--- src/rtl/alu_operand_sequencer_if.sv ---
// Bundle of the handshake, operand and logic-unit bus signals around the
// operand sequencer. The master side is the control unit / operand bus /
// logic unit environment; the slave side is the sequencer itself.
interface alu_operand_sequencer_if;
  // control-unit handshake
  logic       start;
  logic [1:0] op;
  logic       busy;
  logic       done;
  logic       error;
  // operand bus
  logic [7:0] data_in;
  logic       data_valid;
  // logic-unit connection
  logic [7:0] result_bus;
  logic [3:0] flags_bus;
  logic [7:0] primary_operand;
  logic [7:0] secondary_operand;
  logic       and_or;
  logic       logic_oe;
  // captured results
  logic [7:0] result;
  logic [3:0] flags;

  modport master (
    output start, op, data_in, data_valid, result_bus, flags_bus,
    input  busy, done, error, primary_operand, secondary_operand,
           and_or, logic_oe, result, flags
  );

  modport slave (
    input  start, op, data_in, data_valid, result_bus, flags_bus,
    output busy, done, error, primary_operand, secondary_operand,
           and_or, logic_oe, result, flags
  );
endinterface

--- src/rtl/alu_operand_sequencer.sv ---
// Operand sequencer for the 8-bit bitwise logic unit. Collects two operand
// bytes from the operand bus, presents them with the AND/OR select, opens the
// logic unit's tri-state drivers for exactly one cycle and captures the
// result and flags. All outputs are registered.
module alu_operand_sequencer (
  input  logic                          clock,
  input  logic                          nreset,
  alu_operand_sequencer_if.slave        bus
);

  typedef enum logic [2:0] {
    IDLE    = 3'd0,
    LOAD_A  = 3'd1,
    LOAD_B  = 3'd2,
    EXEC    = 3'd3,
    CAPTURE = 3'd4,
    DONE    = 3'd5
  } state_t;

  state_t     state_reg;
  logic [7:0] primary_reg;
  logic [7:0] secondary_reg;
  logic       and_or_reg;
  logic       logic_oe_reg;
  logic       busy_reg;
  logic       done_reg;
  logic       error_reg;
  logic [7:0] result_reg;
  logic [3:0] flags_reg;

  // Sequencer FSM with all outputs registered; done/error default low so they
  // pulse for a single cycle.
  always_ff @(posedge clock) begin
    if (!nreset) begin
      state_reg     <= IDLE;
      primary_reg   <= 8'h00;
      secondary_reg <= 8'h00;
      and_or_reg    <= 1'b0;
      logic_oe_reg  <= 1'b0;
      busy_reg      <= 1'b0;
      done_reg      <= 1'b0;
      error_reg     <= 1'b0;
      result_reg    <= 8'h00;
      flags_reg     <= 4'h0;
    end else begin
      done_reg  <= 1'b0;
      error_reg <= 1'b0;
      case (state_reg)
        IDLE: begin
          if (bus.start) begin
            if (!bus.op[1]) begin
              // op 00 is AND (select 1), op 01 is OR (select 0)
              and_or_reg <= ~bus.op[0];
              busy_reg   <= 1'b1;
              state_reg  <= LOAD_A;
            end else begin
              error_reg <= 1'b1;
            end
          end
        end
        LOAD_A: begin
          if (bus.data_valid) begin
            primary_reg <= bus.data_in;
            state_reg   <= LOAD_B;
          end
        end
        LOAD_B: begin
          if (bus.data_valid) begin
            secondary_reg <= bus.data_in;
            state_reg     <= EXEC;
          end
        end
        EXEC: begin
          // logic unit registers its result at the end of this cycle, so the
          // drivers are opened for the following cycle only
          logic_oe_reg <= 1'b1;
          state_reg    <= CAPTURE;
        end
        CAPTURE: begin
          result_reg   <= bus.result_bus;
          flags_reg    <= bus.flags_bus;
          logic_oe_reg <= 1'b0;
          done_reg     <= 1'b1;
          busy_reg     <= 1'b0;
          state_reg    <= DONE;
        end
        DONE: begin
          state_reg <= IDLE;
        end
        default: begin
          state_reg <= IDLE;
        end
      endcase
    end
  end

  assign bus.primary_operand   = primary_reg;
  assign bus.secondary_operand = secondary_reg;
  assign bus.and_or            = and_or_reg;
  assign bus.logic_oe          = logic_oe_reg;
  assign bus.busy              = busy_reg;
  assign bus.done              = done_reg;
  assign bus.error             = error_reg;
  assign bus.result            = result_reg;
  assign bus.flags             = flags_reg;

endmodule

--- src/flat_wrapper.sv ---
// flat-port wrapper written by rule: the top's interface ports become plain ports
module alu_operand_sequencer_flat 
  (clock, nreset, bus_start, bus_op, bus_data_in, bus_data_valid, bus_result_bus, bus_flags_bus, bus_busy, bus_done, bus_error, bus_primary_operand, bus_secondary_operand, bus_and_or, bus_logic_oe, bus_result, bus_flags);
  alu_operand_sequencer_if bus_i ();
  input  logic clock;
  input  logic nreset;
  input wire logic [$bits(bus_i.start)-1:0] bus_start;
  input wire logic [$bits(bus_i.op)-1:0] bus_op;
  input wire logic [$bits(bus_i.data_in)-1:0] bus_data_in;
  input wire logic [$bits(bus_i.data_valid)-1:0] bus_data_valid;
  input wire logic [$bits(bus_i.result_bus)-1:0] bus_result_bus;
  input wire logic [$bits(bus_i.flags_bus)-1:0] bus_flags_bus;
  output wire logic [$bits(bus_i.busy)-1:0] bus_busy;
  output wire logic [$bits(bus_i.done)-1:0] bus_done;
  output wire logic [$bits(bus_i.error)-1:0] bus_error;
  output wire logic [$bits(bus_i.primary_operand)-1:0] bus_primary_operand;
  output wire logic [$bits(bus_i.secondary_operand)-1:0] bus_secondary_operand;
  output wire logic [$bits(bus_i.and_or)-1:0] bus_and_or;
  output wire logic [$bits(bus_i.logic_oe)-1:0] bus_logic_oe;
  output wire logic [$bits(bus_i.result)-1:0] bus_result;
  output wire logic [$bits(bus_i.flags)-1:0] bus_flags;
  assign bus_i.start = bus_start;
  assign bus_i.op = bus_op;
  assign bus_i.data_in = bus_data_in;
  assign bus_i.data_valid = bus_data_valid;
  assign bus_i.result_bus = bus_result_bus;
  assign bus_i.flags_bus = bus_flags_bus;
  assign bus_busy = bus_i.busy;
  assign bus_done = bus_i.done;
  assign bus_error = bus_i.error;
  assign bus_primary_operand = bus_i.primary_operand;
  assign bus_secondary_operand = bus_i.secondary_operand;
  assign bus_and_or = bus_i.and_or;
  assign bus_logic_oe = bus_i.logic_oe;
  assign bus_result = bus_i.result;
  assign bus_flags = bus_i.flags;
  alu_operand_sequencer u_core (.clock(clock), .nreset(nreset), .bus(bus_i));
endmodule
--- config.mk ---
export PLATFORM = sky130hd
export DESIGN_NAME = alu_operand_sequencer_flat
export DESIGN_NICKNAME = d
export VERILOG_FILES = /design/src/rtl/alu_operand_sequencer_if.sv /design/src/rtl/alu_operand_sequencer.sv /design/src/flat_wrapper.sv
export SDC_FILE = /design/constraint.sdc
export NUM_CORES = 1
export LEC_CHECK = 0
export ABC_AREA = 1
export ABC_CLOCK_PERIOD_IN_PS = 3150
export BUFFER_PORTS_ARGS = -buffer_cell sky130_fd_sc_hd__buf_2
export CAP_MARGIN = 20
export CORE_ASPECT_RATIO = 2
export CORE_MARGIN = 3
export CORE_UTILIZATION = 46
export DETAILED_ROUTE_END_ITERATION = 8
export GPL_ROUTABILITY_DRIVEN = 1
export PLACE_DENSITY = 0.78
export SETUP_SLACK_MARGIN = 0.3
export SKIP_LAST_GASP = 1
export SLEW_MARGIN = 5
export SYNTH_ARGS = -nofsm -noshare
export SYNTH_HDL_FRONTEND = slang
export SYNTH_SLANG_ARGS = --single-unit
--- constraint.sdc ---
create_clock -name clock -period 3.15 [get_ports clock]
set_input_delay 0.1575 -clock clock [delete_from_list [all_inputs] [get_ports clock]]
set_output_delay 0.1575 -clock clock [all_outputs]
set_load 0.02 [all_outputs]
### After elaboration in Yosys (flattened, before gate mapping)

Index checks and enable logic that the tools add are counted.
W data, S select, Z words.

| operators by class | value |
|---|---|
| equality and inequality tests | 8 |
| mux-type cells | 11 |
| bitwise operators | 2 |
| reduce and logical (&&, ||, !) cells | 9 |

Operator list:

| cell | count |
|---|---|
| $pmux W3 S5 | 1 |
| $mux W3 | 4 |
| $reduce_and A3 Y1 | 3 |
| $ne A2 B2 Y1 const B | 4 |
| $eq A3 B2 Y1 const B | 2 |
| $mux W1 | 4 |
| $pmux W1 S2 | 2 |
| $reduce_and A2 Y1 | 2 |
| $reduce_and A4 Y1 | 1 |
| $reduce_bool A2 Y1 | 2 |
| $eq A3 B1 Y1 const B | 1 |
| $eq A3 B3 Y1 const B | 1 |
| $logic_not A3 Y1 | 1 |
| $not A1 Y1 | 2 |

| storage, ports and cells | value |
|---|---|
| flip-flop bits (word level) | 36 |
| bits of input ports | 26 |
| output and inout bits | 33 |

### Logic depth before layout (Yosys ltp)

| logic depth | value |
|---|---|
| depth after elaboration | 3 |
| gate-level depth with buffers | 7 |
| gate-level depth less buffers | 7 |

### Least setup slack after synthesis

No wires, ideal clock.

| path | value |
|---|---|
| path type | register to register |
| start point | register u_core.state_reg[0] |
| end point | register u_core.primary_reg[1] (netlist: u_core.bus.primary_operand[1]) |
| setup time | 116 ps |
| arrival time | 956 ps |
| slack | 2079 ps |
| cell stages (with the launch flop) | 8 |
| buffers on the path | 0 |
| period minus slack after synthesis | 1071 ps |
| path through | dfxtp_1 > inv_2 > nor2_4 > nand2_4 > nor2_8 > inv_4 > nor2_1 > nor2_1 |

| on the way | value |
|---|---|
| word-level cells in the longest chain between the ends | 2 |

RTL lines:

| what | line | RTL |
|---|---|---|
| start: declaration | alu_operand_sequencer.sv:20 | `state_t state_reg;` |
| start signal: assignment | alu_operand_sequencer.sv:35 | `state_reg <= IDLE;` |
| start signal: assignment | alu_operand_sequencer.sv:55 | `state_reg <= LOAD_A;` |
| start signal: assignment | alu_operand_sequencer.sv:64 | `state_reg <= LOAD_B;` |
| $eq A3 B1 Y1 | alu_operand_sequencer.sv:48 | `case (state_reg)` |
| $reduce_and A2 Y1 (no source line) | - |  |
| end signal: assignment | alu_operand_sequencer.sv:63 | `primary_reg <= bus.data_in;` |
| end: declaration | alu_operand_sequencer.sv:21 | `logic [7:0] primary_reg;` |

Every way passes these cells.
A chain may end at the register's enable or synchronous reset.

### Final worst setup path

| path | value |
|---|---|
| start point | register u_core.state_reg[2] |
| end point | register u_core.secondary_reg[7] (netlist: u_core.bus.secondary_operand[7]) |

| on the way | value |
|---|---|
| word-level cells in the longest chain between the ends | 2 |

RTL lines:

| what | line | RTL |
|---|---|---|
| $eq A3 B2 Y1 | alu_operand_sequencer.sv:48 |  |
| $reduce_and A2 Y1 (no source line) | - |  |
| end signal: assignment | alu_operand_sequencer.sv:69 | `secondary_reg <= bus.data_in;` |
| end: declaration | alu_operand_sequencer.sv:22 | `logic [7:0] secondary_reg;` |

Every way passes these cells.

==> results.toml <==
[die]
core_area_sq_um = 2770
num_rows = 27
die-area_sq_um = 3636
die_x_um = 44.17
die_y_um = 82.33
initial_core_util_pct = 48.37
io_pins = 59

[route]
wirelength_um = 2791
via_per_inst = 4.878
vias = 1244
drt_pass1_iterations = 4
routedWlPerCell_um = 10.95
drtAntennaViolNets = 0
drtIter0Drc = 31
drc_errors = 0

[yosys]
async_flop_share_pct = 0
yosysUniqueCellTypes = 20
yosysSeqAreaShare_pct = 53.78
yosysWarnings = 0
netlist_instances = 166
yosys.area.top_type = "dfxtp_1"
synth_top_area_share_pct = 53.78
synthMuxAreaShare_pct = 0
ys.flop_type = "dfxtp_1"
synth_top_family_by_area = "simple AND/OR/NAND/NOR gates"
synth.area.top_cells = "dfxtp_1, nand2_1, nand3_1"
synth_seq_cells = 36
synthAdderAreaFrac_pct = 0
ys_top_cells_by_count = "dfxtp_1, nand2_1, nor2_1"
synth_compound_area_share_pct = 12.14
syn_nets = 192
synthSimpleGateAreaFrac_pct = 26.52
synth_edf_count = 0
syn_area_per_cell_sq_um = 8.073
synth-xor-area-share_pct = 0
syn_area_sq_um = 1340
yosysMostFrequentCell = "dfxtp_1"

[clock_tree]
postCtsSetupRepairBufs = 0
clkSinkCount = 36
post_cts_resized = 0
numCtsBuffers = 5
clockBufferDepth = 2
cts_root_buf = "clkbuf_8"
ctsHtreeMaxLevel = 2
insertion_delay_ns = 0.28
clkTransAtPathRegs_ns = 0.07
hold_buffers = 0
cts_tree = "built"

[job]
drv_cap = 0

[global_routing]
grt_usage_pct = 17.00
grt_remaining_overflow = 0
grt_max_degree = 35
grt_pass1_wl_um = 4643
first_global_vias = 1147
antenna_found_initial = 0

[finish]
layout.nets = 251
fillers = 265
stdcell_count = 255
drive_gt1_share_pct = 32.74
area_growth_pct = 30.91
diodes = 0

[sta]
setup_viol = 0
skew_ns = 0.004770
min_period_ns = 1.236
slew_violations = 0
fin_crit_sh_pct = 39.23
max_freq_mhz = 809.3
final-hold-violation-count = 0
grt_setup_unrepaired = "false"
setup_tns_ns = 0
worstMarginPinSlew_ns = 0.5429
slew_headroom_pct = 63.81

[worst_setup_path]
cp_slowest_cell = "dfxtp_1"
arrival_ns = 1.39
slowest_delay_ns = 0.38
r2r_slack_ns = 1.91
cp.required_ns = 3.31
crit_path_end_kind = "flip-flop"
critPathLaunchType = "flip-flop"
worstSetupPathType = "flip-flop to flip-flop"
critical_path_peak_fanout = 16
path_cells = "nor2_2 -> nand3_2 -> o21ai_0 -> a21oi_1"

[power]
p_per_area_nw_per_um2 = 584.5
p_leak_nw = 0.9184
peakVddDrop_mv = 0.4329

[status]
status = "complete, no violations"

[place]
dp_hpwl_um = 2111
port_buffers = 58
dp.cells = 247
globalplace.congestion = 0.7479

[worst_hold_path]
hp-class = "primary input to flip-flop"
## routing by layer
layer | wire length, um | vias to the layer above | GRT usage [%]
met5 | 0 | - | 0
li1 | - | 653 | -
met2 | 1402 | 51 | 30.85
met3 | 243 | 4 | 5.206
met4 | 38 | 0 | 7.251
met1 | 1106 | 536 | 17.30
## critical path: cells and delay by family (launching register included)
| family | cells | cell delay (ns) |
|---|---|---|
| AND/OR/NAND/NOR | 2 | 0.43 |
| AO/OA/AOI/OAI | 2 | 0.30 |
| flip-flops | 1 | 0.38 |
## cells in the final DEF (no fill, tap or decap)
master and instances:
a21oi_1 12, a31oi_1 2, buf_2 58, bufinv_16 1
clkbuf_8 7, dfxtp_1 36, inv_1 14, inv_2 1
inv_4 1, nand2_1 31, nand2_4 1, nand3_1 18
nand3_2 1, nor2_1 21, nor2_2 1, nor2_4 2
nor2_8 1, o21ai_0 14, o21ai_1 4
## through the flow
step	utilization [%]	area, sq um	setup slack, ns	total power [mW]	hold WS [ns]
final	63.32	1754	1.914	1.025	0.05039
after global routing	63.32	1754	1.737	1.064	0.05281
after detailed placement	58.76	1628	1.902	0.6052	0.3392
after CTS	63.32	1754	1.907	1.036	0.04462
after global placement	58.76	1628	1.915	0.6035	0.3419
after floorplan	-	1340	2.079	0.5641	0.2476
## where the power goes
part / internal, mW / switching [mW] / total [mW]
sequential: 0.472 / 0.0111 / 0.484
clock: 0.279 / 0.152 / 0.431
combinational: 0.0406 / 0.0700 / 0.111
total: 0.792 / 0.233 / 1.03
## path summary, 6_finish.rpt
kind,endpoint,start,cells past startpoint
min reg2reg,u_core.bus.secondary_operand[0],u_core.bus.secondary_operand[0],2
max reg2reg,u_core.bus.secondary_operand[7],u_core.state_reg[2],4
min,u_core.bus.and_or,bus_op[0],2
max,u_core.bus.secondary_operand[7],u_core.state_reg[2],4
## cells by family (layout without fill, tap and decap cells)
group / count (synthesis) / in the layout
compound gates: 32 / 32
buf+inv: 22 / 82
flops: 36 / 36
simple gates: 76 / 76
## layout make-up
cell class                 instances  area [sq um]  share of cell area, %
clock inverter                     1         30.03                  1.712
sequential                        36         720.7                  41.08
inverter                          16         62.56                  3.566
multi-input combinational        108         518.0                  29.53
timing repair buffer              58         290.3                  16.55
clock buffer                       7         96.34                  5.492
tap                               29         36.28                  2.068
(Power assumes the default switching activity.)
